===== src/rtl/pwrok_handshake_monitor.sv =====
// Far-end checker for the PCH power-good handshake: times CPUPWRGD after PCH_PWROK,
// supervises rail power-goods in S0, and latches a sticky fault code with a force-off request.
module pwrok_handshake_monitor #(
  parameter int TIMER_BITS     = 8,
  parameter int CPUPWRGD_TO_MS = 100,
  parameter int DEGLITCH_CLKS  = 4
) (
  input  logic       iClk,
  input  logic       iRst,
  input  logic       i1mSCE,
  input  logic       iPchPwrok,
  input  logic       iSysPwrok,
  input  logic       iCpuPwrgd,
  input  logic       iSlpS3_n,
  input  logic       iMemPwrgd,
  input  logic       iCpuVrPwrgd,
  input  logic       iBmcPwrgd,
  input  logic       iPchVrPwrgd,
  output logic       oFault,
  output logic       oForceOff,
  output logic [3:0] ovFaultCode,
  output logic       oInS0
);

  localparam int DG_BITS = $clog2(DEGLITCH_CLKS + 1);
  localparam logic [TIMER_BITS-1:0] TIMEOUT_LAST = TIMER_BITS'(CPUPWRGD_TO_MS - 1);
  localparam logic [DG_BITS-1:0]    DG_MAX       = DG_BITS'(DEGLITCH_CLKS);

  typedef enum logic [2:0] {
    IDLE     = 3'd0,
    WAIT_CPU = 3'd1,
    RUN      = 3'd2,
    FAULT    = 3'd3
  } state_e;

  state_e                stateQ, stateNext;
  logic [TIMER_BITS-1:0] timerQ, timerNext;
  logic [DG_BITS-1:0]    dgQ, dgNext;
  logic [3:0]            codeQ, codeNext;
  logic                  pwrokQ;

  logic       pwrokRise;
  logic       anyRailLow;
  logic [3:0] railCode;

  assign pwrokRise  = iPchPwrok & ~pwrokQ;
  assign anyRailLow = ~(iMemPwrgd & iCpuVrPwrgd & iBmcPwrgd & iPchVrPwrgd);

  // Lowest-numbered rail that is low wins the fault code.
  always_comb begin
    railCode = 4'h0;
    if      (!iMemPwrgd)   railCode = 4'h2;
    else if (!iCpuVrPwrgd) railCode = 4'h3;
    else if (!iBmcPwrgd)   railCode = 4'h4;
    else if (!iPchVrPwrgd) railCode = 4'h5;
  end

  always_comb begin
    // NOTE: every variable gets a default first so no path can infer a latch.
    stateNext = stateQ;
    timerNext = timerQ;
    dgNext    = dgQ;
    codeNext  = codeQ;
    case (stateQ)
      IDLE: begin
        timerNext = '0;
        dgNext    = '0;
        if (pwrokRise && iSlpS3_n) begin
          stateNext = WAIT_CPU;
          codeNext  = 4'h0;
        end
      end
      WAIT_CPU: begin
        if (i1mSCE && (timerQ != '1)) timerNext = timerQ + TIMER_BITS'(1);
        if (!iSlpS3_n || !iPchPwrok) begin
          stateNext = IDLE;
        end else if (iCpuPwrgd) begin
          stateNext = RUN;
        end else if (i1mSCE && (timerQ == TIMEOUT_LAST)) begin
          stateNext = FAULT;
          codeNext  = 4'h1;
        end
      end
      RUN: begin
        if (!anyRailLow)       dgNext = '0;
        else if (dgQ != DG_MAX) dgNext = dgQ + DG_BITS'(1);
        if (!iSlpS3_n) begin
          stateNext = IDLE;
        end else if (anyRailLow && (dgNext == DG_MAX)) begin
          stateNext = FAULT;
          codeNext  = railCode;
        end else if (!iCpuPwrgd && iPchPwrok) begin
          stateNext = FAULT;
          codeNext  = 4'h6;
        end else if (!iPchPwrok || !iSysPwrok) begin
          stateNext = FAULT;
          codeNext  = 4'h7;
        end
      end
      FAULT: begin
        // Counters stay frozen here; the IDLE state clears them.
        if (!iSlpS3_n && !iPchPwrok) stateNext = IDLE;
      end
      default: begin
        stateNext = IDLE;
        timerNext = '0;
        dgNext    = '0;
      end
    endcase
  end

  // NOTE: sequential state uses non-blocking assignments so every register samples pre-edge values.
  always_ff @(posedge iClk or posedge iRst) begin
    if (iRst) begin
      stateQ      <= IDLE;
      timerQ      <= '0;
      dgQ         <= '0;
      codeQ       <= 4'h0;
      pwrokQ      <= 1'b0;
      oFault      <= 1'b0;
      oForceOff   <= 1'b0;
      ovFaultCode <= 4'h0;
      oInS0       <= 1'b0;
    end else begin
      stateQ      <= stateNext;
      timerQ      <= timerNext;
      dgQ         <= dgNext;
      codeQ       <= codeNext;
      pwrokQ      <= iPchPwrok;
      oFault      <= (stateQ == FAULT);
      oForceOff   <= (stateQ == FAULT);
      ovFaultCode <= codeQ;
      oInS0       <= (stateQ == RUN);
    end
  end

endmodule


===== config.mk =====
export PLATFORM = sky130hd
export DESIGN_NAME = pwrok_handshake_monitor
export DESIGN_NICKNAME = d
export VERILOG_FILES = /design/src/rtl/pwrok_handshake_monitor.sv
export SDC_FILE = /design/constraint.sdc
export NUM_CORES = 1
export LEC_CHECK = 0
export ABC_AREA = 1
export CORE_MARGIN = 2
export CORE_UTILIZATION = 33
export DETAILED_ROUTE_END_ITERATION = 8
export GPL_ROUTABILITY_DRIVEN = 0
export PLACE_DENSITY_LB_ADDON = 0.05
export SETUP_SLACK_MARGIN = 0.02
export SYNTH_ARGS = -nofsm -noshare
export SYNTH_HDL_FRONTEND = slang
export SYNTH_SLANG_ARGS = --single-unit

===== constraint.sdc =====
create_clock -name iClk -period 5.2 [get_ports iClk]
set_clock_uncertainty 0.2 [all_clocks]
set_input_delay 0.52 -clock iClk [delete_from_list [all_inputs] [get_ports iClk]]
set_output_delay 0.52 -clock iClk [all_outputs]
set_load 0.02 [all_outputs]

==> results of run 1 <==
[placed cells by master, fill, tap and decap left out, types with 2 or more instances in the layout]
cell / n
nor2_2: 7
inv_1: 18
clkinv_1: 2
nor2_1: 14
clkdlybuf4s50_1: 16
dfrtp_1: 22
o21ai_1: 3
o21ai_0: 3
a21oi_1: 5
nand3_1: 19
clkbuf_8: 3
o22ai_1: 2
ha_1: 8
xor2_1: 4
nand3_2: 2
nand2_1: 60
[power groups by stage]
stage | clock [mW] | sequential, mW | combinational, mW
floorplan | 0 | 0.242 | 0.183
global placement | 0 | 0.233 | 0.270
detailed placement | 0 | 0.234 | 0.272
CTS | 0.167 | 0.231 | 0.273
global route | 0.176 | 0.236 | 0.307
finish | 0.163 | 0.231 | 0.271
[through the flow]
stage               instances  power [mW]  instance area (um^2)  utilization
CTS                       248       0.671                  1620        0.409
floorplan                 182       0.426                  1360            -
detailed placement        244       0.506                  1550        0.391
global placement          244       0.503                  1550        0.391
global route              248       0.718                  1620        0.409
finish                    248       0.665                  1620        0.409
[state kept, by name, summed over array words and instances (netlist names)]
name / flops
oForceOff: 1
timerQ: 8
stateQ: 2
dgQ: 3
pwrokQ: 1
oInS0: 1
codeQ: 3
ovFaultCode: 3
[kinds of logic (layout without fill, tap and decap cells)]
group / Yosys count / count (layout) / synth area share
flip-flops: 22 / 22 / 0.406
other: 1 / 1 / 0.00276
buffers and inverters: 26 / 42 / 0.0848
AND/OR/NAND/NOR: 106 / 106 / 0.345
XOR/XNOR: 5 / 5 / 0.0323
adder cells (fa/ha/maj): 8 / 8 / 0.0737
AO/OA/AOI/OAI: 14 / 14 / 0.0562
[area by class of cell]
type	instances	area, um^2
Clock buffer	3	41.3
Clock inverter	1	30.0
Fill cell	418	2350
Inverter	22	87.6
Multi-Input combinational cell	134	692
Sequential cell	22	551
Tap cell	50	62.6
Timing Repair Buffer	16	160
[routing by layer]
layer / global-route usage / routed length, um / vias to the layer above
met1: 0.196 / 1450 / 519
met5: 0 / 0 / -
met2: 0.232 / 1260 / 11
li1: - / - / 600
met3: 0.0197 / 67 / 2
met4: 0.0450 / 21 / 0
[worst max path at each step]
stage	start	end	slack (ns)	cells past startpoint
final	oForceOff	oFault	3.27	1
after global placement	iSlpS3_n	codeQ[0]	3.12	9
after CTS	oForceOff	oFault	3.26	1
after floorplan	stateQ[0]	codeQ[0]	3.52	12
after detailed placement	iSlpS3_n	codeQ[0]	3.05	9
after global routing	stateQ[1]	timerQ[2]	3.10	8
[synth_stat cells, types with 2 or more instances]
cell type / n
nand2_1: 60
dfrtp_1: 22
nand3_1: 19
inv_1: 18
nor2_1: 14
ha_1: 8
nor2_2: 7
a21oi_1: 5
xor2_1: 4
buf_4: 3
o21ai_0: 3
o21ai_1: 3
clkinv_1: 2
nand3_2: 2
o22ai_1: 2
==> results.toml, run 1 <==
[sta]
fmax_mhz = 519
period_share = 0.370
setup_tns_ns = 0
finalHoldViolCount = 0
rsz0062_at_grt = "no"
finalHoldWorstSlack_ns = 0.187
slew_violations = 0
finalSetupViolations = 0
worst_pin_slew_ns = 0.871
relSlewSlack = 0.419
period_needed_ns = 1.93
final.setup.worst_slack_ns = 3.27

[synth]
synth_top_area_cell = "dfrtp_1"
yosys_warnings = 0
yosysUniqueCellTypes = 25
synth-edff-count = 0
netlist_instances = 182
ys_seq_elements = 22
syn-cell-area_um2 = 1360
synth_ff_type = "dfrtp_1"
syn-num-nets = 201
synth_top_area_frac = 0.406
async_flop_share = 1.00
avgSynthCellArea_um2 = 7.46
seq_area_frac_synth = 0.406
ys_top_cells_by_area = "dfrtp_1 (41%), nand2_1 (17%), ha_1 (7.4%), nand3_1 (7.0%), inv_1 (5.0%)"

[placement]
dp_hpwl_um = 2140
pre_cts_ws_ns = 3.05
io_buffers = 16

[layout]
drive_gt1_frac = 0.0909
fin_nets = 218
syn2layout_area_growth_pct = 19.6
diodes = 0

[min_path]
hold-path-cell-count = 0
holdCritStartpoint = "codeQ[1]"
holdCritPathClass = "register to register"
whs_endpoint = "ovFaultCode[1]"

[route]
ant_nets = 0
drt_wl_total_um = 2790
drt_iter0_drc = 50
vias = 1132
firstDrtPassIters = 4
routed_via_density = 4.56
drc_errors = 0
wire_per_inst_um = 11.3

[global_routing]
grt_pass1_vias = 1119
globalRouteOverflowTotal = 0
antenna_found_initial = 0
grt_pass1_wl_um = 4960
grt_max_degree = 23
grt.total_usage = 0.143

[floorplanning]
fp.dieH_um = 68.1
core_um2 = 3970
die_x_um = 68.1
dieArea_um2 = 4640
rows = 23
num_io_pins = 18
start_util = 0.342

[worst_setup_path]
path_cells = "clkdlybuf4s50_1"
critical-path-max-stage-delay_ns = 0.60
end_kind = "primary output"
worstReg2RegStart = "stateQ[1]"
path_class = "register to primary output"
cp.required_ns = 4.48
crit_path_top_delay_cell = "clkdlybuf4s50_1"
critical-path-top-delay-family = "buffers and inverters"
cp_max_fo = 2
start_kind = "register"
worst-r2r-cell-count = 8
cp_data_arrival_time_ns = 1.21
r2r-end = "timerQ[2]"
reg2reg_setup_slack_ns = 3.29
crit_buf_inv = 1

[pwr]
p_leak_nw = 0.777
pwr-share-seq = 0.347
switching_share = 0.387
ir_drop_v = 0.000182
p_switching_mw = 0.258
comb_power_share = 0.408
pwr-share-clk = 0.245
power.density_nw_per_um2 = 409
p_int_mw = 0.407

[clock_tree]
holdBufCountCts = 0
clk_pin_slew_ns = 0.09
cts_setup_buffers = 0
clk_latency_ns = 0.26
cts.path.max_buffers = 2
cts_resized = 0
numCtsBuffers = 3
clock-sinks = 22
htreeDepth = 1
cts_tree = "done"
ctsRootBufferMaster = "clkbuf_8"

[run_status]
status = "finished, final reports clean"

[flow_run]
max_cap_violations = 0
No activity file was read; power rests on OpenSTA's default activity.
==> run 2, diff against run 1 <==
Clock period 5.2 ns to 1.9 ns, I/O delays scaled along.
==> results.toml, run 2 (synthesized netlist as in run 1, its figures left out) <==
[run_status]
status = "finished, final reports clean"

[global_routing]
globalRouteOverflowTotal = 0
grt_pass1_vias = 1094
antenna_found_initial = 0
grt_pass1_wl_um = 4670
grt_max_degree = 23
grt.total_usage = 0.135

[layout]
largest_reg_flops = 8
layout_commonest_cell = "nand2_1"
fillerInstances = 400
diodes = 0
final_cell_mix = "nand2_1 (60), dfrtp_1 (21), nand3_1 (19)"
syn2layout_area_growth_pct = 22.7
drive_gt1_frac = 0.123
stdcell_count = 253
fin_nets = 223
fin_area_um2 = 1670
final_util = 0.419
top_register = "timerQ"

[clock_tree]
cts.path.max_buffers = 2
clk_latency_ns = 0.26
numCtsBuffers = 3
cts_tree = "done"
clock-sinks = 22
ctsRootBufferMaster = "clkbuf_8"
htreeDepth = 1
clk_pin_slew_ns = 0.09

[route]
vias = 1138
routed_via_density = 4.50
drc_errors = 0
firstDrtPassIters = 4
drt_iter0_drc = 65
wire_per_inst_um = 10.9
drt_wl_total_um = 2760
ant_nets = 0

[pwr]
p_leak_nw = 0.798
comb_power_share = 0.429
p_int_mw = 1.16
switching_share = 0.379
power.density_nw_per_um2 = 1130
pwr-share-clk = 0.237
p_switching_mw = 0.710
p_total_mw = 1.88
pwr-share-seq = 0.334
ir_drop_v = 0.000560

[placement]
dp_cells = 248
dp_hpwl_um = 2090
place_area_um2 = 1580
io_buffers = 16
pre_cts_ws_ns = 0.0727

[floorplanning]
dieArea_um2 = 4640
rows = 23
start_util = 0.342
num_io_pins = 18
fp.dieH_um = 68.1
die_x_um = 68.1
core_um2 = 3970

[worst_setup_path]
path_class = "register to register"
cp.required_ns = 1.86
cp_max_fo = 7
start_kind = "register"
end_kind = "register"
cp_data_arrival_time_ns = 1.70

[sta]
final.setup.worst_slack_ns = 0.160
finalHoldViolCount = 0
setup_tns_ns = 0
period_share = 0.916
finalHoldWorstSlack_ns = 0.0584
finalSetupViolations = 0
fmax_mhz = 575
period_needed_ns = 1.74
rsz0062_at_grt = "no"
slew_violations = 0

[min_path]
holdCritPathClass = "primary input to asynchronous set/reset pin"

[flow_run]
max_cap_violations = 0
-- run 2: per-layer routing --
metal,vias up,track usage,routed length [um]
li1,607,-,-
met2,17,0.220,1240
met3,4,0.0197,68
met5,-,0,0
met4,0,0.0550,37
met1,510,0.180,1420
-- run 2: what timing repair did --
item | in CTS | in global routing
endpoints found under the setup margin | 0 | 11
hold buffers | 0 | 0
buffers inserted | 0 | 1
gates resized for setup | 0 | 2
-- run 2: final timing paths --
check / from / end / slack, ns / depth (start not counted)
max in group asynchronous: iRst / stateQ[1] / 1.20 / 3
max reg2reg: stateQ[1] / codeQ[0] / 0.16 / 9
min: iRst / timerQ[4] / 0.06 / 3
min in group iClk: codeQ[2] / ovFaultCode[2] / 0.19 / 0
max: stateQ[1] / codeQ[0] / 0.16 / 9
min reg2reg: codeQ[2] / ovFaultCode[2] / 0.19 / 0
-- run 2: power by group through the flow --
| stage | Combinational [mW] | Sequential (mW) | Clock (mW) |
|---|---|---|---|
| after floorplan | 0.501 | 0.663 | 0 |
| after global placement | 0.785 | 0.637 | 0 |
| after detailed placement | 0.788 | 0.638 | 0 |
| after CTS | 0.791 | 0.629 | 0.464 |
| after global routing | 0.912 | 0.640 | 0.480 |
| final | 0.804 | 0.627 | 0.444 |
-- run 2: critical path, stage by stage (launching register included) --
cell	delay, ns
dfrtp_2	0.45
inv_1	0.08
ha_1	0.34
inv_2	0.07
nor2_2	0.18
nor2_2	0.06
nand2_2	0.10
nor2_1	0.05
nand2_1	0.06
nand2_1	0.04
-- run 2: area by class of cell --
| type | count | area [um^2] | area share |
|---|---|---|---|
| clock buffers | 3 | 41.3 | 0.0248 |
| flip-flops and latches | 22 | 552 | 0.331 |
| multi-input cells | 134 | 694 | 0.417 |
| repair buffers | 21 | 198 | 0.119 |
| well taps | 50 | 62.6 | 0.0376 |
| clock inverters | 1 | 30.0 | 0.0180 |
| inverters | 22 | 87.6 | 0.0526 |
